`src/rtl/counter_scheduler.sv`:
```
// Two-requester round-robin command sequencer driving an external saturating
// up/down counter through Load/Up/Down strobes, with a one-cycle completion report.
module counter_scheduler #(
   parameter int WIDTH = 5
) (
   input  logic             CLK,
   input  logic             RST,
   input  logic             Req0_Valid,
   input  logic [1:0]       Req0_Op,
   input  logic [WIDTH-1:0] Req0_Arg,
   output logic             Req0_Ready,
   input  logic             Req1_Valid,
   input  logic [1:0]       Req1_Op,
   input  logic [WIDTH-1:0] Req1_Arg,
   output logic             Req1_Ready,
   output logic             Done,
   output logic             Done_Id,
   output logic             Done_Sat,
   output logic             Busy,
   output logic             Cnt_Load,
   output logic             Cnt_Up,
   output logic             Cnt_Down,
   output logic [WIDTH-1:0] Cnt_In,
   input  logic [WIDTH-1:0] Cnt_Value,
   input  logic             Cnt_High,
   input  logic             Cnt_Low
);

   localparam logic [1:0] OP_LOAD = 2'b00;
   localparam logic [1:0] OP_UP   = 2'b01;
   localparam logic [1:0] OP_DOWN = 2'b10;
   localparam logic [1:0] OP_GOTO = 2'b11;

   typedef enum logic [1:0] {
      S_IDLE,
      S_LOAD,
      S_STEP,
      S_DONE
   } state_t;

   state_t           state_reg;
   logic [1:0]       op_reg;
   logic [WIDTH-1:0] arg_reg;
   logic [WIDTH-1:0] rem_reg;
   logic             id_reg;
   logic             sat_reg;
   logic             done_reg;
   logic             busy_reg;
   logic             rr_last_reg;

   logic             grant_id;
   logic             accept;
   logic [1:0]       grant_op;
   logic [WIDTH-1:0] grant_arg;

   logic             step_up;
   logic             step_down;
   logic             step_finish;
   logic             step_sat;

   // Contention goes to whichever requester was not granted last.
   always_comb begin
      grant_id = Req1_Valid;
      if (Req0_Valid && Req1_Valid)
         grant_id = ~rr_last_reg;
      accept     = (state_reg == S_IDLE) && (Req0_Valid || Req1_Valid);
      grant_op   = grant_id ? Req1_Op  : Req0_Op;
      grant_arg  = grant_id ? Req1_Arg : Req0_Arg;
      Req0_Ready = accept && !grant_id;
      Req1_Ready = accept &&  grant_id;
   end

   always_comb begin
      step_up     = 1'b0;
      step_down   = 1'b0;
      step_finish = 1'b0;
      step_sat    = 1'b0;
      case (op_reg)
         OP_UP: begin
            if (rem_reg == '0) begin
               step_finish = 1'b1;
            end else if (Cnt_High) begin
               step_finish = 1'b1;
               step_sat    = 1'b1;
            end else begin
               step_up = 1'b1;
            end
         end
         OP_DOWN: begin
            if (rem_reg == '0) begin
               step_finish = 1'b1;
            end else if (Cnt_Low) begin
               step_finish = 1'b1;
               step_sat    = 1'b1;
            end else begin
               step_down = 1'b1;
            end
         end
         OP_GOTO: begin
            if (Cnt_Value == arg_reg)
               step_finish = 1'b1;
            else if (Cnt_Value < arg_reg)
               step_up = 1'b1;
            else
               step_down = 1'b1;
         end
         default: step_finish = 1'b1;
      endcase
   end

   always_ff @(posedge CLK) begin
      if (RST) begin
         state_reg   <= S_IDLE;
         op_reg      <= OP_LOAD;
         arg_reg     <= '0;
         rem_reg     <= '0;
         id_reg      <= 1'b0;
         sat_reg     <= 1'b0;
         done_reg    <= 1'b0;
         busy_reg    <= 1'b0;
         rr_last_reg <= 1'b1;
      end else begin
         case (state_reg)
            S_IDLE: begin
               if (accept) begin
                  op_reg      <= grant_op;
                  arg_reg     <= grant_arg;
                  rem_reg     <= grant_arg;
                  id_reg      <= grant_id;
                  rr_last_reg <= grant_id;
                  sat_reg     <= 1'b0;
                  busy_reg    <= 1'b1;
                  state_reg   <= (grant_op == OP_LOAD) ? S_LOAD : S_STEP;
               end
            end
            S_LOAD: begin
               done_reg  <= 1'b1;
               state_reg <= S_DONE;
            end
            S_STEP: begin
               if (step_finish) begin
                  sat_reg   <= step_sat;
                  done_reg  <= 1'b1;
                  state_reg <= S_DONE;
               end else if (op_reg != OP_GOTO) begin
                  rem_reg <= rem_reg - WIDTH'(1);
               end
            end
            default: begin
               done_reg  <= 1'b0;
               busy_reg  <= 1'b0;
               state_reg <= S_IDLE;
            end
         endcase
      end
   end

   assign Cnt_Load = (state_reg == S_LOAD);
   assign Cnt_Up   = (state_reg == S_STEP) && step_up;
   assign Cnt_Down = (state_reg == S_STEP) && step_down;
   assign Cnt_In   = arg_reg;
   assign Done     = done_reg;
   assign Done_Id  = id_reg;
   assign Done_Sat = sat_reg;
   assign Busy     = busy_reg;

endmodule

```
`config.mk`:
```
export PLATFORM = sky130hd
export DESIGN_NAME = counter_scheduler
export DESIGN_NICKNAME = d
export VERILOG_FILES = /design/src/rtl/counter_scheduler.sv
export SDC_FILE = /design/constraint.sdc
export NUM_CORES = 1
export LEC_CHECK = 0
export CORE_MARGIN = 2
export CORE_UTILIZATION = 47
export CTS_CLUSTER_SIZE = 28
export DETAILED_ROUTE_END_ITERATION = 12
export PLACE_DENSITY = 0.77
export SYNTH_ARGS = -nofsm -noshare
export SYNTH_HDL_FRONTEND = slang
export SYNTH_SLANG_ARGS = --single-unit
```
`constraint.sdc`:
```
create_clock -name CLK -period 2.4 [get_ports CLK]
set_input_delay 0.24 -clock CLK [delete_from_list [all_inputs] [get_ports CLK]]
set_output_delay 0.24 -clock CLK [all_outputs]
set_load 0.05 [all_outputs]
```
Word-level counts from Yosys, hierarchy flattened
Cells that the tools add are included.

storage, ports and cells
  register bits = 19
  input bits = 25
  logic and storage cells = 81
  output and inout bits = 14
  RAM bits = 0
  bits in read-only memories = 0
  latch bits = 0
  memories = 0

cells by class
  add/subtract/negate cells = 1
  shift operators = 0
  equal/unequal tests = 11
  reductions and logical operators = 19
  $lt $le $gt $ge = 1
  div/mod/pow operators = 0
  multiplexer cells = 37
  bitwise gates (word level) = 3
  multipliers = 0

operator list
  cell                                                  number
  2-to-1 mux 1 bit                                      20
  2-to-1 mux 5 bit                                      4
  inequality test 2 bit (second input constant)         5
  case mux 1 bit (2 select lines)                       5
  case mux 5 bit (2 select lines)                       1
  2-to-1 mux 2 bit                                      4
  AND reduction 2 bit                                   4
  equality test 2 bit (second input constant)           3
  logical AND 1 bit                                     6
  case mux 1 bit (3 select lines)                       2
  case mux 2 bit (3 select lines)                       1
  equality test 5 bit                                   1
  zero test 5 bit                                       1
  less-than comparator 5 bit                            1
  subtractor 5 x 1 -> 5 bit (second input constant)     1
  equality test 2 x 1 -> 1 bit (second input constant)  2
  zero test 2 bit                                       2
  AND reduction 4 bit                                   1
  NOT 1 bit                                             3
  AND reduction 3 bit                                   1
  nonzero test 2 bit                                    1
  OR reduction 2 bit                                    1
  zero test 1 bit                                       1
  logical OR 1 bit                                      1

Depth between registers and ports, before layout
Gate-level depths: netlist (run 1).

  depth after elaboration = 7
  gate-level depth with buffers = 8

Least setup slack after synthesis (run 1)
Ideal clock, no wire load.

  kind = register to output
  start = reg arg_reg[1], in the netlist Cnt_In[1]
  end = out Cnt_Up
  data arrival time = 1.873 ns
  path buffers = 0
  setup slack = 0.287 ns
  stages on the path, launching flop included = 8
  cells stage by stage = dfxtp_1 > inv_1 > ha_1 > nor2b_1 > o21ai_0 > a21oi_1 > nor2_1 > a32o_1

on the way
  longest elaborated chain between the ends = 5

RTL lines
  element                            line  RTL
  from (decl)                        43    logic [WIDTH-1:0] arg_reg;
  from (signal assigned)             127   arg_reg <= grant_arg;
  less-than comparator 5 bit         102   else if (Cnt_Value < arg_reg)
  2-to-1 mux 1 bit                   102
  2-to-1 mux 1 bit *                 100   if (Cnt_Value == arg_reg)
  case mux 1 bit (2 select lines) *  78    case (op_reg)
  logical AND 1 bit *                159   assign Cnt_Up = (state_reg == S_STEP) && step_up;
  to (decl)                          21    output logic Cnt_Up,

Mark *: on every way between the ends. The rest lies on a longest branch, timed or not.

Worst setup path in the final report (run 1)
  start = reg state_reg[0]
  end = out Cnt_Up

on the way
  longest elaborated chain between the ends = 2

RTL lines
  element                 line  RTL
  from (decl)             41    state_t state_reg;
  from (signal assigned)  133   state_reg <= (grant_op == OP_LOAD) ? S_LOAD : S_STEP;
  equality test 2 bit     159
  logical AND 1 bit       159

No other way between the ends.

==> impl_results.md, run 1 <==
- Ys async rst share: 0%
- Outcome: finished, final reports clean
- DR WL/cell: 14.9 um
- Routed vias/inst: about 5.7
- Initial Utilization: between 40 and 50%
- Ant. Diodes: 0
- Hold Violations, Final: 0
- Gate count of the mapped netlist: 161
- Drc violations: 0
- Largest area contributor in the netlist: dfxtp_1
- Ports: 39
- CTS Buffer Depth: 2
- Clk_skew: 0.00282 ns
- Most instantiated cells after synthesis: nor2_1, dfxtp_1, ha_1
- Tcrit/Tclk final: around nine tenths
- Share of layout cells above drive strength 1: 8.46%
- PortBufs: 38
- Core ar.: around 2700 um2
- Antenna violations before repair: 0
- Hold Crit Class: reg2reg
- Reg clk slew, reported paths: 0.11 ns
- Total vias in the final route: ~1300
- Worst slew margin: roughly 64%
- Final nets: about 240
- Worst Max-Slew Pin Slew: approximately 0.54 ns
- Die width: between 50 and 60 um
- # rows: 19
- Setup crit end kind: output pin
- Area contributors post-synth: dfxtp_1, ha_1, nor2_1
- Setup violators final: 0
- Dpl hpwl: approximately 2700 um
- Synth Cell Area: approximately 1300 um2
- Post-CTS Resized: 0
- CP startpoint kind: flop
- Pin count of the biggest net entering global routing: 24
- Hold slack: a little under 0.5 ns
- Clock sinks: 19
- Max incr delay on CP: between 0.3 and 0.4 ns
- Most frequent cell after synthesis: nor2_1
- CTS Hold Bufs: 0
- CP cell instances: inv_1 -> ha_1 -> inv_2 -> nor2_1 -> a32o_1 -> buf_12
- Total GRT Usage: between 20% and 30%
- Fin Setup TNS: 0 ns
- Die height: around 57 um
- Number of synthesized register bits: 19
- Fill cells: around 230
- Worst-Skew Late Latency: approximately 0.29 ns
- Cts bufs inserted: 3
- Gpl congestion: about 0.83
- Max H-tree Level: 1
- Netlist cell types: 39
- Root Buffer Master: clkbuf_4
- Iteration count of the initial detailed-routing pass: 4
- Max VDD drop: about 0.00084 V
- Internal Pwr Total: 0.996 mW
- First-pass GRT wire length: roughly 5800 um
- Register area: 380 um2
- Power per cell area: around 1100 nW/um2
- Final WL: roughly 3500 um
- Avg Cell Area, Syn: approximately 8.3 um2
- Congestion Overflow GR: 0
- Fmax: about 470 MHz
- Final min period: 2.14 ns
- DRT iter0 DRCs: 40
- Clk pwr share: under 10%
- Bufs and invs on worst path: 3
- Unrepaired setup endpoints after global routing: false
- ANT nets after route: 0
- P&R area growth vs syn: 35.0%
- Leak: ~0.73 nW
- Switching share of power: approximately half
- Combinational share of power: between 60% and 70%
- Number of global-route vias before repair: around 1300
- NetSw: 0.982 mW
- Max-cap violations: 0
- Syn nets: ~200
- Worst Path Arrival: around 1.9 ns
- Seq/Total Area, Yosys: between 20% and 30%
- Synth Flop Type: dfxtp_1
- CP Max Fanout: 10
- Reg power frac: roughly 27%
- Post-synth top area share: 28.4%
- CTS tree: done
- Number of flops mapped to enable cells by yosys: 0
- Slew Viols, Final: 0
- Die area: roughly 3300 um2
- Area of the multi-input gates: 875 um2
- Postcts setup bufs: 0
- CP max stage cell: ha_1
- Delay-heaviest family, CP: adder cells
- Worst Path Required: approximately 2.2 ns
- Ys Warns: 0
- Setup Crit Path Kind: reg2out
final cells by class:
cell class	count	area share (%)
clock buffers	4	1.45
multi-input cells	122	48.3
repair buffers	42	24.2
inverters	14	2.90
flip-flops and latches	19	21.0
well taps	31	2.14
per-layer routing:
layer  vias up  track usage, %  wire length (um)  part of all wire, %
met5         -               0                 0                    0
met3         6            4.08               173                  5.0
met2        46            36.0              1710                   50
met1       614            28.3              1520                   44
li1        659               -                 -                    -
met4         0            11.0                44                  1.3
placed cells by master (no fill, tap or decap), drive strengths merged, types with 2 or more instances in the layout:
| master | count |
|---|---|
| clkdlybuf4s50 | 34 |
| nor2 | 22 |
| dfxtp | 19 |
| o21ai | 16 |
| ha | 15 |
| inv | 14 |
| a21oi | 9 |
| nand2 | 9 |
| a211oi | 9 |
| buf | 8 |
| mux2i | 6 |
| clkbuf | 4 |
| nor2b | 3 |
| nand3b | 3 |
| mux2 | 3 |
| and2 | 2 |
| o41ai | 2 |
| a211o | 2 |
| nor4 | 2 |
| nand3 | 2 |
worst register-to-register path: stages (launching register included):
cell and delay, ns:
dfxtp_1 0.36, inv_1 0.09, ha_1 0.39, nor2_1 0.12
a2111oi_4 0.41, nand2_1 0.17, o311ai_1 0.35, a21oi_1 0.11
kinds of logic (layout without fill, tap and decap cells):
kind of cell	Yosys count	count (layout)	share of synthesized area, %
AND/OR/NAND/NOR	49	49	18.9
adder cells (fa/ha/maj)	15	15	14.0
multiplexers	9	9	7.00
AO/OA/AOI/OAI	49	49	25.3
buffers and inverters	20	60	6.44
flip-flops	19	19	28.4
path summary, 6_finish.rpt:
path	start	endpoint	slack [ns]	cells past startpoint
max reg2reg	state_reg[0]	rem_reg[4]	0.30	7
max	state_reg[0]	Cnt_Up	0.26	6
min	rr_last_reg	rr_last_reg	0.49	1
min reg2reg	rr_last_reg	rr_last_reg	0.49	1
stage by stage:
step / std cells / worst slack, ns / area [um2] / utilization [%] / total power, mW
2_1_floorplan: 161 / 0.287 / 1340 / - / 1.43
3_5_place_dp: 228 / 0.220 / 1780 / 65.3 / 1.81
3_3_place_gp: 228 / 0.349 / 1780 / 65.3 / 1.76
5_1_grt: 232 / 0.0969 / 1810 / 66.2 / 2.14
6_report: 232 / 0.265 / 1810 / 66.2 / 1.98
4_1_cts: 232 / 0.259 / 1810 / 66.2 / 1.98
power groups by stage:
stage | Sequential [mW] | Combinational (mW) | Clock (mW)
3_3_place_gp | 0.526 | 1.23 | 0
3_5_place_dp | 0.535 | 1.27 | 0
5_1_grt | 0.547 | 1.40 | 0.189
4_1_cts | 0.529 | 1.28 | 0.172
2_1_floorplan | 0.686 | 0.745 | 0
6_report | 0.529 | 1.28 | 0.167
No activity file was read; power rests on OpenSTA's default activity.
==> inputs of run 2 (changes only) <==
--- a/config.mk
+++ b/config.mk
@@ -5,11 +5,13 @@
 export SDC_FILE = /design/constraint.sdc
 export NUM_CORES = 1
 export LEC_CHECK = 0
+export ABC_AREA = 1
+export CORE_ASPECT_RATIO = 1.4
 export CORE_MARGIN = 2
-export CORE_UTILIZATION = 47
+export CORE_UTILIZATION = 48
 export CTS_CLUSTER_SIZE = 28
 export DETAILED_ROUTE_END_ITERATION = 12
-export PLACE_DENSITY = 0.77
+export PLACE_DENSITY = 0.78
 export SYNTH_ARGS = -nofsm -noshare
 export SYNTH_HDL_FRONTEND = slang
 export SYNTH_SLANG_ARGS = --single-unit
==> run 2 against run 1 <==
  * Cell count rose by 22%
  * Clock power increased by 39%
  * Sequential cell count unchanged
  * Combinational power is 14% higher
  * Count of clock-buffer cells in the layout down 1
  * Area after synthesis rose by 5.1%
  * Sequential power hardly changed
  * Via count increased by 6.3%
  * Critical path depth is 3 higher
  * Highest routed layer unchanged
==> impl_results.md, run 2 <==
- Total vias in the final route: 1408
- Ys Warns: 0
- Met1 Use GR: 23.9%
- Most common cell after layout, fill and taps aside: nand2_1
- Number of synthesized register bits: 19
- Fmax: ~480 MHz
- Most frequent CP cell: nand2_1
- Max H-tree Level: 1
- Max-cap violations: 0
- Die area: roughly 3400 um2
- Worst Path Required: ~2.2 ns
- Hold Crit Class: reg2reg
- Most Crowded Layer GR: met2
- Most frequent cells in the layout: nand2_1, clkdlybuf4s50_1, nor2_1
- Worst Max-Slew Pin Slew: 0.568 ns
- Slew Viols, Final: 0
- P&R area growth vs syn: 33.9%
- Total GRT Usage: between 20% and 30%
- Ports: 39
- Iteration count of the initial detailed-routing pass: 4
- Gpl congestion: between 0.7 and 0.8
- Largest area contributor in the netlist: dfxtp_1
- Tcrit/Tclk final: between 80% and 90%
- Final WL: 3430 um
- Die width: roughly 50 um
- Hold slack: between 0.4 and 0.5 ns
- Seq/Total Area, Yosys: a little over a quarter
- Area contributors post-synth: dfxtp_1, nand2_1, ha_1
- Worst slew margin: around 62%
- Outcome: finished, final reports clean
- Most frequent cell after synthesis: nand2_1
- CTS tree: done
- Number of global-route vias before repair: 1425
- Fin Setup TNS: 0 ns
- CP max stage cell: dfxtp_1
- Final min period: ~2.1 ns
- CTS Hold Bufs: 0
- Dpl hpwl: roughly 2800 um
- DRT iter0 DRCs: 39
- Postcts setup bufs: 0
- Congestion Overflow GR: 0
- Share of layout cells above drive strength 1: around 11%
- Routed vias/inst: between 4 and 5
- Pin count of the biggest net entering global routing: 18
- Setup WS post-layout: 0.297 ns
- First-pass GRT wire length: 6030 um
- Root Buffer Master: clkbuf_8
- Post-synth top area share: a little over a quarter
- Netlist cell types: 30
- Most instantiated cells after synthesis: nand2_1, nor2_1, inv_1
- Antenna violations before repair: 0
- DR WL/cell: ~12 um
- Hold Violations, Final: 0
- Fin cells: around 280
- Initial Utilization: roughly 50%
- Post-Route Utilization: 66.9%
- Power per cell area: approximately 1200 nW/um2
- PortBufs: 38
- Drc violations: 0
- Clock sinks: 19
- Number of flops mapped to enable cells by yosys: 0
- Post-DP Area: about 1800 um2
- Setup violators final: 0
- Synth Flop Type: dfxtp_1
- Syn nets: 246
- CP Max Fanout: 3
- # rows: 23
- Unrepaired setup endpoints after global routing: false
- Setup Crit Path Kind: reg2out
- Placed cell count: around 280
- CP cell instances: inv_1 -> ha_1 -> nand2_1 -> nor2_1 -> nand2_1 -> o211ai_1 -> nand3b_1 -> a21oi_2 -> buf_12
- CP startpoint kind: flop
- Final nets: 286
- Die height: around 70 um
- Leak: between 0.8 and 0.9 nW
- Max VDD drop: about 0.00077 V
- Cts bufs inserted: 3
- Overall Power: roughly 2.2 mW
- Max incr delay on CP: approximately 0.36 ns
- Global-route met3 utilization: 2.84%
- Worst-Skew Late Latency: between 0.2 and 0.3 ns
- Setup crit end kind: output pin
- Ys async rst share: 0%
- Worst Path Arrival: roughly 1.9 ns
- Ant. Diodes: 0
- CTS Buffer Depth: 2
- Clk_skew: around 0.0065 ns
- Worst slack, placed: between 0.3 and 0.4 ns
- Core ar.: 2820 um2
- ANT nets after route: 0
- Avg Cell Area, Syn: ~6.8 um2
- Design Area, Final: 1890 um2
- GR Util met2: 46.0%
- Fill cells: between 200 and 300
- Post-CTS Resized: 0
- Synth Cell Area: 1410 um2
- Reg clk slew, reported paths: about 0.080 ns
- Gate count of the mapped netlist: between 200 and 250
-- run 2: area by class of cell --
| class | instances | area (um2) | area share (%) |
|---|---|---|---|
| Clock inverter | 1 | 5.00 | 0.265 |
| Sequential cell | 19 | 380 | 20.1 |
| Clock buffer | 3 | 41.3 | 2.19 |
| Inverter | 29 | 109 | 5.77 |
| Timing Repair Buffer | 38 | 408 | 21.6 |
| Multi-Input combinational cell | 155 | 898 | 47.6 |
| Tap cell | 37 | 46.3 | 2.45 |
-- run 2: cell families after synthesis --
family	Yosys count	synth area share, %
compound gates	32	13.0
xor+xnor	1	0.621
fa+ha+maj	15	13.3
buf+inv	32	9.85
flops	19	27.0
mux	2	1.42
simple gates	105	34.8
-- run 2: worst max-delay path: cells and delay by family (launching register included) --
| family | cells | cell delay (ns) |
|---|---|---|
| and+or+nand+nor | 4 | 0.41 |
| adders and majority gates | 1 | 0.29 |
| DFF | 1 | 0.36 |
| AOI/OAI and AO/OA | 2 | 0.31 |
| buffers and inverters | 2 | 0.22 |
-- run 2: report_power, final --
part / total [mW] / internal (mW) / switching, mW
clock network: 0.232 / 0.116 / 0.116
registers: 0.530 / 0.435 / 0.0945
logic: 1.46 / 0.538 / 0.926
-- run 2: per-layer routing --
metal	vias to the layer above	share of wire, %
met1	629	41
li1	743	-
met2	27	53
met5	-	0
met4	0	2.6
met3	9	2.9
-- run 2: worst paths after layout --
path | cells past startpoint | startpoint | slack [ns] | endpoint
max | 9 | Cnt_In[4] | 0.30 | Cnt_Down
min | 2 | rr_last_reg | 0.46 | rr_last_reg
max reg2reg | 7 | state_reg[0] | 0.70 | Done_Sat
min reg2reg | 2 | rr_last_reg | 0.46 | rr_last_reg
==> inputs of run 3 (changes only) <==
--- a/config.mk
+++ b/config.mk
@@ -11,7 +11,7 @@
 export CORE_UTILIZATION = 48
 export CTS_CLUSTER_SIZE = 28
 export DETAILED_ROUTE_END_ITERATION = 12
-export PLACE_DENSITY = 0.78
+export PLACE_DENSITY = 0.79
 export SYNTH_ARGS = -nofsm -noshare
 export SYNTH_HDL_FRONTEND = slang
 export SYNTH_SLANG_ARGS = --single-unit
==> run 3 against run 2 <==
  * Maximum frequency grew 0.31%
  * Sequential share of layout area barely moved
  * Die area unchanged
  * Final area increased by 0.13%
  * Count of clock-buffer cells in the layout unchanged
  * First-iteration DRC count is 36% lower
  * Via count is 0.36% lower
  * Routed wire length decreased by 3.5%
  * Clock skew up 0.0056 ns
  * Critical path type unchanged
  * Largest power group unchanged
  * Highest routed layer unchanged
==> impl_results.md, run 3 (same netlist as run 2, synthesis figures left out) <==
- Outcome: finished, final reports clean
- Drc violations: 0
- Number of global-route vias before repair: between 1000 and 1500
- Total vias in the final route: approximately 1400
- Clk_skew: ~0.012 ns
- Max-cap violations: 0
- Tcrit/Tclk final: 87.4%
- Unrepaired setup endpoints after global routing: false
- Most frequent cells in the layout: nand2_1, clkdlybuf4s50_1, nor2_1
- Delay-heaviest family, CP: simple AND/OR/NAND/NOR gates
- Total GRT Usage: approximately 22%
- Antenna violations before repair: 0
- Final nets: between 200 and 300
- Most frequent CP cell: nand2_1
- # rows: 23
- Dpl hpwl: about 2700 um
- Combinational share of power: between 60% and 70%
- Core ar.: ~2800 um2
- Congestion Overflow GR: 0
- Worst Path Required: ~2.2 ns
- Share of layout cells above drive strength 1: ~11%
- Routed vias/inst: roughly 5
- First-pass GRT wire length: approximately 5700 um
- Cts bufs inserted: 3
- P&R area growth vs syn: 34.1%
- Iteration count of the initial detailed-routing pass: 4
- Clk pwr share: between 10% and 20%
- Worst Max-Slew Pin Slew: approximately 0.52 ns
- Pin count of the biggest net entering global routing: 18
- CP Max Fanout: 3
- Die height: roughly 70 um
- Fmax: ~480 MHz
- R2R setup slack: 0.71 ns
- Fin Setup TNS: 0 ns
- Leak: approximately 0.89 nW
- Setup Crit Path Kind: reg2out
- Setup crit end kind: output pin
- Initial Utilization: between 40% and 50%
- Hold Violations, Final: 0
- Internal Pwr Total: between 1 and 1.5 mW
- NetSw: 1.13 mW
- Switching share of power: slightly above 50%
- Root Buffer Master: clkbuf_8
- Post-CTS Resized: 0
- Power per cell area: roughly 1200 nW/um2
- CTS Buffer Depth: 2
- Fill cells: 260
- Final min period: around 2.1 ns
- Final WL: around 3300 um
- Postcts setup bufs: 0
- Reg power frac: between 20% and 30%
- Post-Route Utilization: between 60 and 70%
- Gpl congestion: between 0.7 and 0.8
- Die width: ~50 um
- Setup violators final: 0
- Reg clk slew, reported paths: around 0.08 ns
- DRT iter0 DRCs: 25
- ANT nets after route: 0
- CP max stage cell: dfxtp_1
- Slew Viols, Final: 0
- Max incr delay on CP: about 0.36 ns
- Max VDD drop: 0.000921 V
- CP cell instances: inv_1 -> ha_1 -> nand2_1 -> nor2_1 -> nand2_1 -> o211ai_1 -> nor2_1 -> nand2_1 -> a21oi_2 -> buf_12
- Bufs and invs on worst path: 2
- PortBufs: 38
- Worst slew margin: around 65%
- Ant. Diodes: 0
- CTS tree: done
- CTS Hold Bufs: 0
- Ports: 39
- DR WL/cell: around 12 um
- Worst-Skew Late Latency: 0.27 ns
- Die area: about 3400 um2
- Max H-tree Level: 1
- Worst Path Arrival: 1.86 ns
- Hold Crit Class: reg2reg
- CP startpoint kind: flop
- Most common cell after layout, fill and taps aside: nand2_1
- Clock sinks: 19
run 3: cell count changes in the layout (fill, tap and decap cells not counted):
cell	before	now
clkinvlp_4	0	1
clkinv_2	1	0
run 3: tightest hold or removal path, delay by kind of cell (launching register included):
family           cells  cell delay, ns
flip-flops           1            0.32
AND/OR/NAND/NOR      1            0.06
AO/OA/AOI/OAI        1            0.05
run 3: final timing paths:
check                  from            to  cells after the start
hold reg to reg     Done_Id       Done_Id                      2
hold / removal      Done_Id       Done_Id                      2
setup reg to reg  Cnt_In[2]  state_reg[1]                     11
setup / recovery  Cnt_In[2]        Cnt_Up                     10
run 3: through the flow:
stage	instances	power [mW]	worst slack, ns	cell area, um2	hold slack, ns
final	282	2.23	0.303	1890	0.473
after floorplan	206	1.64	0.190	1420	0.309
after CTS	282	2.25	0.271	1890	0.473
after global placement	278	1.98	0.397	1840	0.452
after detailed placement	278	2.00	0.318	1840	0.453
after global routing	282	2.42	0.189	1890	0.483
run 3: cell type report:
class	instances	area, um2	share of cell area (%)
clock buffer	3	41.3	2.18
clock inverter	1	7.51	0.397
inverter	29	109	5.76
multi-input combinational	155	898	47.5
sequential	19	380	20.1
tap	37	46.3	2.45
timing repair buffer	38	408	21.6
run 3: power groups by stage:
stage | Clock, mW | Sequential [mW] | Combinational (mW)
after floorplan | 0 | 0.710 | 0.933
after global placement | 0 | 0.532 | 1.44
after detailed placement | 0 | 0.534 | 1.47
after CTS | 0.247 | 0.527 | 1.48
after global routing | 0.253 | 0.541 | 1.63
final | 0.237 | 0.527 | 1.46
run 3: per-layer routing:
layer  vias to the layer above  routed length (um)  track usage (%)
met5                         -                   0                0
met4                         0                  52             9.38
met3                         5                  68             2.18
met2                        24                1760             44.0
met1                       625                1420             22.9
li1                        749                   -                -
